## config.mk

```make
export PLATFORM = sky130hd
export DESIGN_NAME = frog_game_tracker
export DESIGN_NICKNAME = d
export VERILOG_FILES = /design/src/rtl/frog_pkg.sv /design/src/rtl/frog_game_tracker_rise_detect.sv /design/src/rtl/frog_game_tracker.sv
export SDC_FILE = /design/constraint.sdc
export NUM_CORES = 1
export LEC_CHECK = 0
export CAP_MARGIN = 20
export CORE_MARGIN = 2
export CORE_UTILIZATION = 25
export DETAILED_ROUTE_END_ITERATION = 10
export HOLD_SLACK_MARGIN = 0.02
export PLACE_DENSITY = 0.74
export SLEW_MARGIN = 20
export SYNTH_ARGS = -nofsm -noshare
export SYNTH_HDL_FRONTEND = slang
export SYNTH_SLANG_ARGS = --single-unit
```

## constraint.sdc

```tcl
create_clock -name clk -period 4.5 [get_ports clk]
set_input_delay 0.45 -clock clk [delete_from_list [all_inputs] [get_ports clk]]
set_output_delay 0.45 -clock clk [all_outputs]
set_load 0.01 [all_outputs]
```

## src/rtl/frog_pkg.sv

```systemverilog
// Shared types and defaults for the frog game tracker: the game state encoding,
// the default board and game constants, and a counter-width helper.
package frog_pkg;

    typedef enum logic [1:0] {PLAY, HIT_HOLD, WIN_HOLD, OVER} game_state_t;

    localparam int DEF_ROWS     = 8;
    localparam int DEF_COLS     = 8;
    localparam int DEF_LIVES    = 3;
    localparam int DEF_SCORE_W  = 4;
    localparam int DEF_HOLD_CYC = 16;

    // Width needed to count 0..n-1, kept at least 1 bit so a 1-cycle hold still builds.
    function automatic int cnt_w(input int n);
        return (n > 1) ? $clog2(n) : 1;
    endfunction

endpackage

```

## src/rtl/frog_game_tracker_rise_detect.sv

```systemverilog
// One-bit rising-edge detector. It registers the input and flags the cycle in
// which the input is high while the registered copy is still low.
module rise_detect (
    input  logic clk,
    input  logic reset_n,
    input  logic din,
    output logic rise
);

    logic prev_d, prev_q;

    always_comb prev_d = din;

    always_ff @(posedge clk or negedge reset_n) begin
        if (!reset_n) prev_q <= 1'b0;
        else          prev_q <= prev_d;
    end

    assign rise = din & ~prev_q;

endmodule

```

## src/rtl/frog_game_tracker.sv

```systemverilog
// Registered frog/car board checker. Detects collisions and crossings and tracks
// lives, score, the post-event hold period and game-over.
module frog_game_tracker
    import frog_pkg::*;
#(
    parameter int ROWS     = DEF_ROWS,
    parameter int COLS     = DEF_COLS,
    parameter int LIVES    = DEF_LIVES,
    parameter int SCORE_W  = DEF_SCORE_W,
    parameter int HOLD_CYC = DEF_HOLD_CYC
) (
    input  logic                          clk,
    input  logic                          reset_n,
    input  logic [ROWS-1:0][COLS-1:0]     frog,
    input  logic [ROWS-1:0][COLS-1:0]     cars,
    input  logic                          up,
    input  logic                          restart,
    output logic                          crashed,
    output logic                          survived,
    output logic                          respawn,
    output logic                          game_over,
    output logic [$clog2(LIVES+1)-1:0]    lives_left,
    output logic [SCORE_W-1:0]            score
);

    localparam int LW = $clog2(LIVES + 1);
    localparam int CW = cnt_w(HOLD_CYC);

    logic up_rise, hit, escape;

    rise_detect u_up_rise (
        .clk     (clk),
        .reset_n (reset_n),
        .din     (up),
        .rise    (up_rise)
    );

    // A goal-row crossing only counts on a fresh key press with no collision.
    assign hit    = |(frog & cars);
    assign escape = up_rise & (|frog[ROWS-1]) & ~hit;

    game_state_t        state_d, state_q;
    logic [CW-1:0]      cnt_d, cnt_q;
    logic [LW-1:0]      lives_d, lives_q;
    logic [SCORE_W-1:0] score_d, score_q;
    logic               crashed_d, crashed_q;
    logic               survived_d, survived_q;
    logic               respawn_d, respawn_q;
    logic               game_over_d, game_over_q;

    always_comb begin
        state_d     = state_q;
        cnt_d       = cnt_q;
        lives_d     = lives_q;
        score_d     = score_q;
        crashed_d   = 1'b0;
        survived_d  = 1'b0;
        respawn_d   = 1'b0;
        game_over_d = game_over_q;

        unique case (state_q)
            PLAY: begin
                if (hit) begin
                    crashed_d = 1'b1;
                    lives_d   = lives_q - 1'b1;
                    // Checking for the last life before decrementing keeps lives from wrapping.
                    if (lives_q == LW'(1)) begin
                        state_d     = OVER;
                        game_over_d = 1'b1;
                    end else begin
                        state_d = HIT_HOLD;
                        cnt_d   = '0;
                    end
                end else if (escape) begin
                    survived_d = 1'b1;
                    score_d    = (score_q == '1) ? score_q : score_q + 1'b1;
                    state_d    = WIN_HOLD;
                    cnt_d      = '0;
                end
            end
            HIT_HOLD, WIN_HOLD: begin
                if (cnt_q == CW'(HOLD_CYC - 1)) begin
                    respawn_d = 1'b1;
                    state_d   = PLAY;
                    cnt_d     = '0;
                end else begin
                    cnt_d = cnt_q + 1'b1;
                end
            end
            OVER: begin
                if (restart) begin
                    lives_d     = LW'(LIVES);
                    score_d     = '0;
                    respawn_d   = 1'b1;
                    game_over_d = 1'b0;
                    state_d     = PLAY;
                end
            end
            default: state_d = PLAY;
        endcase
    end

    always_ff @(posedge clk or negedge reset_n) begin
        if (!reset_n) begin
            state_q     <= PLAY;
            cnt_q       <= '0;
            lives_q     <= LW'(LIVES);
            score_q     <= '0;
            crashed_q   <= 1'b0;
            survived_q  <= 1'b0;
            respawn_q   <= 1'b0;
            game_over_q <= 1'b0;
        end else begin
            state_q     <= state_d;
            cnt_q       <= cnt_d;
            lives_q     <= lives_d;
            score_q     <= score_d;
            crashed_q   <= crashed_d;
            survived_q  <= survived_d;
            respawn_q   <= respawn_d;
            game_over_q <= game_over_d;
        end
    end

    assign crashed    = crashed_q;
    assign survived   = survived_q;
    assign respawn    = respawn_q;
    assign game_over  = game_over_q;
    assign lives_left = lives_q;
    assign score      = score_q;

endmodule
```

## Yosys cells after proc, flatten, opt, wreduce, memory -nomap -nowiden

Cells that the tools add are included.

- Register bits after elaboration: 17
- Bits in latches: 0
- Memory bits (writable): 0
- Memory bits (read-only): 0
- Output and inout port bits: 10
- Logic and storage cells: 75
- Memories kept: 0

- Add/sub/neg operators: 3
- Multiply operators: 0
- Divide/modulo/power cells: 0
- Order comparisons: 0
- Equal/unequal tests: 15
- Shifts and indexed selects: 0
- Multiplexer cells: 31
- Bitwise logic cells: 6
- Reductions and logical operators: 11

Operator list:

| operator | number |
|---|---|
| bitwise AND 64 bit | 1 |
| OR reduction 64 bit | 1 |
| 2-to-1 mux 4 bit | 8 |
| case mux 4 bit (2 select lines) | 2 |
| 2-to-1 mux 2 bit | 7 |
| inequality test 2 bit (second input constant) | 7 |
| 2-to-1 mux 1 bit | 10 |
| AND reduction 3 bit | 3 |
| adder 4 x 1 -> 4 bit (second input constant) | 2 |
| equality test 4 bit (second input constant) | 2 |
| OR reduction 8 bit | 1 |
| inequality test 3 bit (second input constant) | 2 |
| case mux 2 bit (3 select lines) | 1 |
| AND reduction 5 bit | 1 |
| equality test 2 x 1 -> 1 bit (second input constant) | 2 |
| equality test 2 bit (second input constant) | 2 |
| case mux 1 bit (2 select lines) | 2 |
| case mux 2 bit (2 select lines) | 1 |
| AND reduction 4 bit | 1 |
| nonzero test 2 bit | 2 |
| bitwise AND 1 bit | 3 |
| zero test 2 bit | 1 |
| inverter 1 bit | 2 |
| OR reduction 2 bit | 1 |
| subtractor 2 x 1 -> 2 bit (second input constant) | 1 |

## Depth between registers and ports, before layout

- Depth after elaboration: 7
- Mapped depth: 8

## Cells and area by module

Synthesis repeated with hierarchy kept, for this count alone.

- Cells, all modules: 142
- Area, all modules: 1322.5 um^2

Modules (own cells, without submodules):

| module | instances | cells an instance | area an instance (um^2) |
|---|---|---|---|
| frog_game_tracker | 1 | 140 | 1283.7 |
| rise_detect | 1 | 2 | 38.8 |

## Worst setup path after synthesis

No wires, ideal clock.

- Path type: input -> register
- From: input frog[39] in the netlist's numbering
- To: register cnt_q[0]
- Setup time: 0.125 ns
- Arrival time: 2.352 ns
- Path slack: 2.023 ns
- Stages on the path: 8
- Path buffers: 1
- Path through: a22oi_1 -> nand2_1 -> or3_1 -> or4_1 -> buf_2 -> mux2_4 -> o21a_4 -> mux2_4

- Longest elaborated chain between the ends: 6

Ends and longest elaborated chain:

| what | line | RTL |
|---|---|---|
| start: declaration | frog_game_tracker.sv:14 | `input logic [ROWS-1:0][COLS-1:0] frog,` |
| bitwise AND 64 bit * | frog_game_tracker.sv:39 | `assign hit = \|(frog & cars);` |
| OR reduction 64 bit * | frog_game_tracker.sv:39 |  |
| inverter 1 bit | frog_game_tracker.sv:40 | `assign escape = up_rise & (\|frog[ROWS-1]) & ~hit;` |
| bitwise AND 1 bit | frog_game_tracker.sv:40 |  |
| inequality test 3 bit (no line) | - |  |
| AND reduction 3 bit (no line) | - |  |
| end signal: assignment | frog_game_tracker.sv:115 | `cnt_q <= cnt_d;` |
| end: declaration | frog_game_tracker.sv:43 | `logic [CW-1:0] cnt_d, cnt_q;` |

Every way passes the cells marked *; elsewhere a longest branch is shown, timed or not.
A chain may end at the register's enable or synchronous reset.

## Worst setup path after layout

- From: input frog[26] in the netlist's numbering
- To: register score_q[3], in the netlist score[3]

- Longest elaborated chain between the ends: 6

Ends and longest elaborated chain:

| what | line | RTL |
|---|---|---|
| bitwise AND 64 bit * | frog_game_tracker.sv:39 |  |
| OR reduction 64 bit * | frog_game_tracker.sv:39 |  |
| inverter 1 bit | frog_game_tracker.sv:40 |  |
| bitwise AND 1 bit | frog_game_tracker.sv:40 |  |
| inequality test 2 bit (no line) | - |  |
| AND reduction 5 bit (no line) * | - |  |
| end signal: assignment | frog_game_tracker.sv:117 | `score_q <= score_d;` |
| end: declaration | frog_game_tracker.sv:45 | `logic [SCORE_W-1:0] score_d, score_q;` |

Marks and branches as above.

==> results by group <==
Worst setup path
  – Critical path arrival: 3.05 ns
  – Worst setup SP type: input port
  – Endpoint type of the worst setup path: flip-flop
  – Largest fanout on the critical path: 9
  – WS Path Type: input port to flip-flop
  – Critical path data required time: 4.62 ns

Power
  – Peak VDD IR: 226.8 µV
  – Lkg Pwr: 0.001093 µW
  – Pwr dens: 314.4 nW/µm²

Drt
  – WL per Instance: 15.63 µm
  – DRC errors left: 0
  – Drt total wl: 5486 µm
  – Routed via count: 1740
  – First drt pass iteration count: 4
  – Antenna Nets Post-Route: 0
  – DRT iter0 DRCs: 56
  – Vias per cell: 4.957

STA
  – Max Clk Rate: 341.3 MHz
  – RSZ-0062 raised after global routing: no
  – Worst-Margin Slew: 0.7548 ns
  – Slew margin rel.: 0.4952
  – Finish-stage setup viols: 0
  – Setup WS post-layout: 1.570 ns
  – Worst Clk Skew: 0.003531 ns
  – Tmin final: 2.930 ns
  – Fin Setup TNS: 0 ns
  – Period utilisation layout: 0.6511
  – Final Hold Fails: 0
  – Slew Limit Fails: 0

Synthesis
  – Synth Register Bits: 17
  – Seq/Total Area, Yosys: 0.3363
  – Synth cell types: 35
  – Synth async-reset ratio: 1.000
  – Cell area after synthesis: 1272 µm²
  – Synth warnings: 0
  – Syn_area_per_cell: 8.837 µm²
  – Syn_nets: 281
  – Main synth FF type: dfrtp_1
  – Top cells by area, synth: dfrtp_1 (29%), a22o_1 (8.9%), a221oi_1 (7.6%)
  – Post-synth EDFFs: 0
  – Synth area leader: dfrtp_1
  – Top cell type's share of synthesized area: 0.2950
  – Post-Syn Instances: 144

Layout
  – Filler cells: 447
  – Layout cells sized above 1: 0.03873
  – Number of diodes: 0
  – Final Util: 0.5797
  – Area of the multi-input gates: 787.0 µm²
  – Nets: 422
  – Most common cell after layout, fill and taps aside: clkdlybuf4s50_1
  – Area growth from synthesis to layout: 119.5%
  – Leading cell types in the layout, fill and taps excluded: clkdlybuf4s50_1 (141), dfrtp_1 (15), a22o_1 (13)
  – Storage cell area: 427.9 µm²

CTS
  – Worst skew pair latency: 0.26 ns
  – CTS resizes: 0
  – Clock Tree Root: clkbuf_8
  – CTS tree: yes
  – Setup Fix Bufs, Post-CTS: 0
  – Cts bufs inserted: 3
  – H-tree depth: 1
  – Clk buf depth: 2
  – Num Clock Sinks: 17
  – Hold_buf cts: 0
  – Clock transition at the registers of the reported paths: 0.07 ns

Floorplan
  – Rows: 25
  – Core box area: 4817 µm²
  – I/O pin cnt: 142
  – DIE AREA: 5677 µm²
  – Die X: 75.35 µm
  – Chip height: 75.35 µm
  – Initial Util: 0.2642

Place
  – Final HPWL DP: 4822 µm
  – Pre-CTS setup slack: 1.279 ns
  – GPL Wtd Cong: 0.8601
  – Port Buffer Count: 141

Global routing
  – Global-route wire length before repair: 8694 µm
  – Number of global-route vias before repair: 1846
  – Tot GR Track Use: 0.2069
  – Initial antenna violation count: 0
  – Gr ovfl total: 0
  – Largest net degree at the start of global routing: 21

Outcome
  – Status: completed

Hold path
  – HP Class: flip-flop to flip-flop

Job
  – # Max-Cap Violations: 0
## critical path: stages
cell             delay, ns
clkdlybuf4s50_1       0.40
a22o_1                0.23
a221oi_1              0.29
nand4_1               0.16
or4_1                 0.70
a311oi_1              0.48
nand2b_1              0.22
o221ai_1              0.13
## cell families after synthesis
| group | after synthesis | synth area share |
|---|---|---|
| flops | 17 | 0.3363 |
| compound gates | 61 | 0.3707 |
| fa+ha+maj | 5 | 0.04916 |
| mux | 2 | 0.02360 |
| buf+inv | 15 | 0.04523 |
| simple gates | 44 | 0.1750 |
## power breakdown
part | switching [µW] | internal, µW | total (µW)
combinational | 220 | 289 | 509
sequential | 42.9 | 210 | 253
clock | 53.6 | 62.9 | 117
## path summary, 6_finish.rpt
check / end / depth (start not counted) / slack [ns] / startpoint
min in group asynchronous: state_q[0] / 1 / 0.64 / reset_n
max in group asynchronous: u_up_rise.prev_q / 1 / 3.39 / reset_n
min: cnt_q[3] / 1 / 0.52 / cnt_q[3]
max: score[3] / 8 / 1.57 / frog[26]
min reg2reg: cnt_q[3] / 1 / 0.52 / cnt_q[3]
max reg2reg: cnt_q[0] / 6 / 2.51 / state_q[0]
## area by class of cell
class                   count  share of cell area
flip-flops and latches     17              0.1532
inverters                  10             0.01344
repair buffers            141              0.5054
multi-input cells         112              0.2818
well taps                  67             0.03002
clock buffers               4             0.01613
## cell usage after synthesis (3+ instances only)
master	n
a21oi_1	7
a221oi_1	11
a22o_1	13
a22oi_1	7
a31oi_1	7
clkbuf_1	3
dfrtp_1	15
ha_1	5
inv_1	10
nand2_1	11
nand2b_1	3
nand3_1	5
nand4_1	7
nor2_1	8
o21ai_0	6
## metal layers
metal / GRT usage / up-vias / share of wire
met5: 0 / - / 0
met4: 0.05653 / 0 / 0.026
met3: 0.08201 / 16 / 0.095
met2: 0.3585 / 88 / 0.49
met1: 0.2373 / 782 / 0.39
li1: - / 854 / -
## through the flow
step                      total power [µW]  cells  cell area, µm²  hold slack (ns)
final                                878.1    351            2793           0.5222
after floorplan                      540.2    144            1272           0.1544
after detailed placement             761.7    347            2748           0.5109
after global placement               755.8    347            2748           0.5144
after CTS                            878.9    351            2793           0.5206
after global routing                 956.4    351            2793           0.5445
## registers in the layout, indices dropped and copies added (netlist names)
name / count
u_up_rise.prev_q: 1
respawn: 1
crashed: 1
lives_left: 2
state_q: 2
cnt_q: 4
survived: 1
game_over: 1
score: 4
Power figures use the tool's default switching activity.
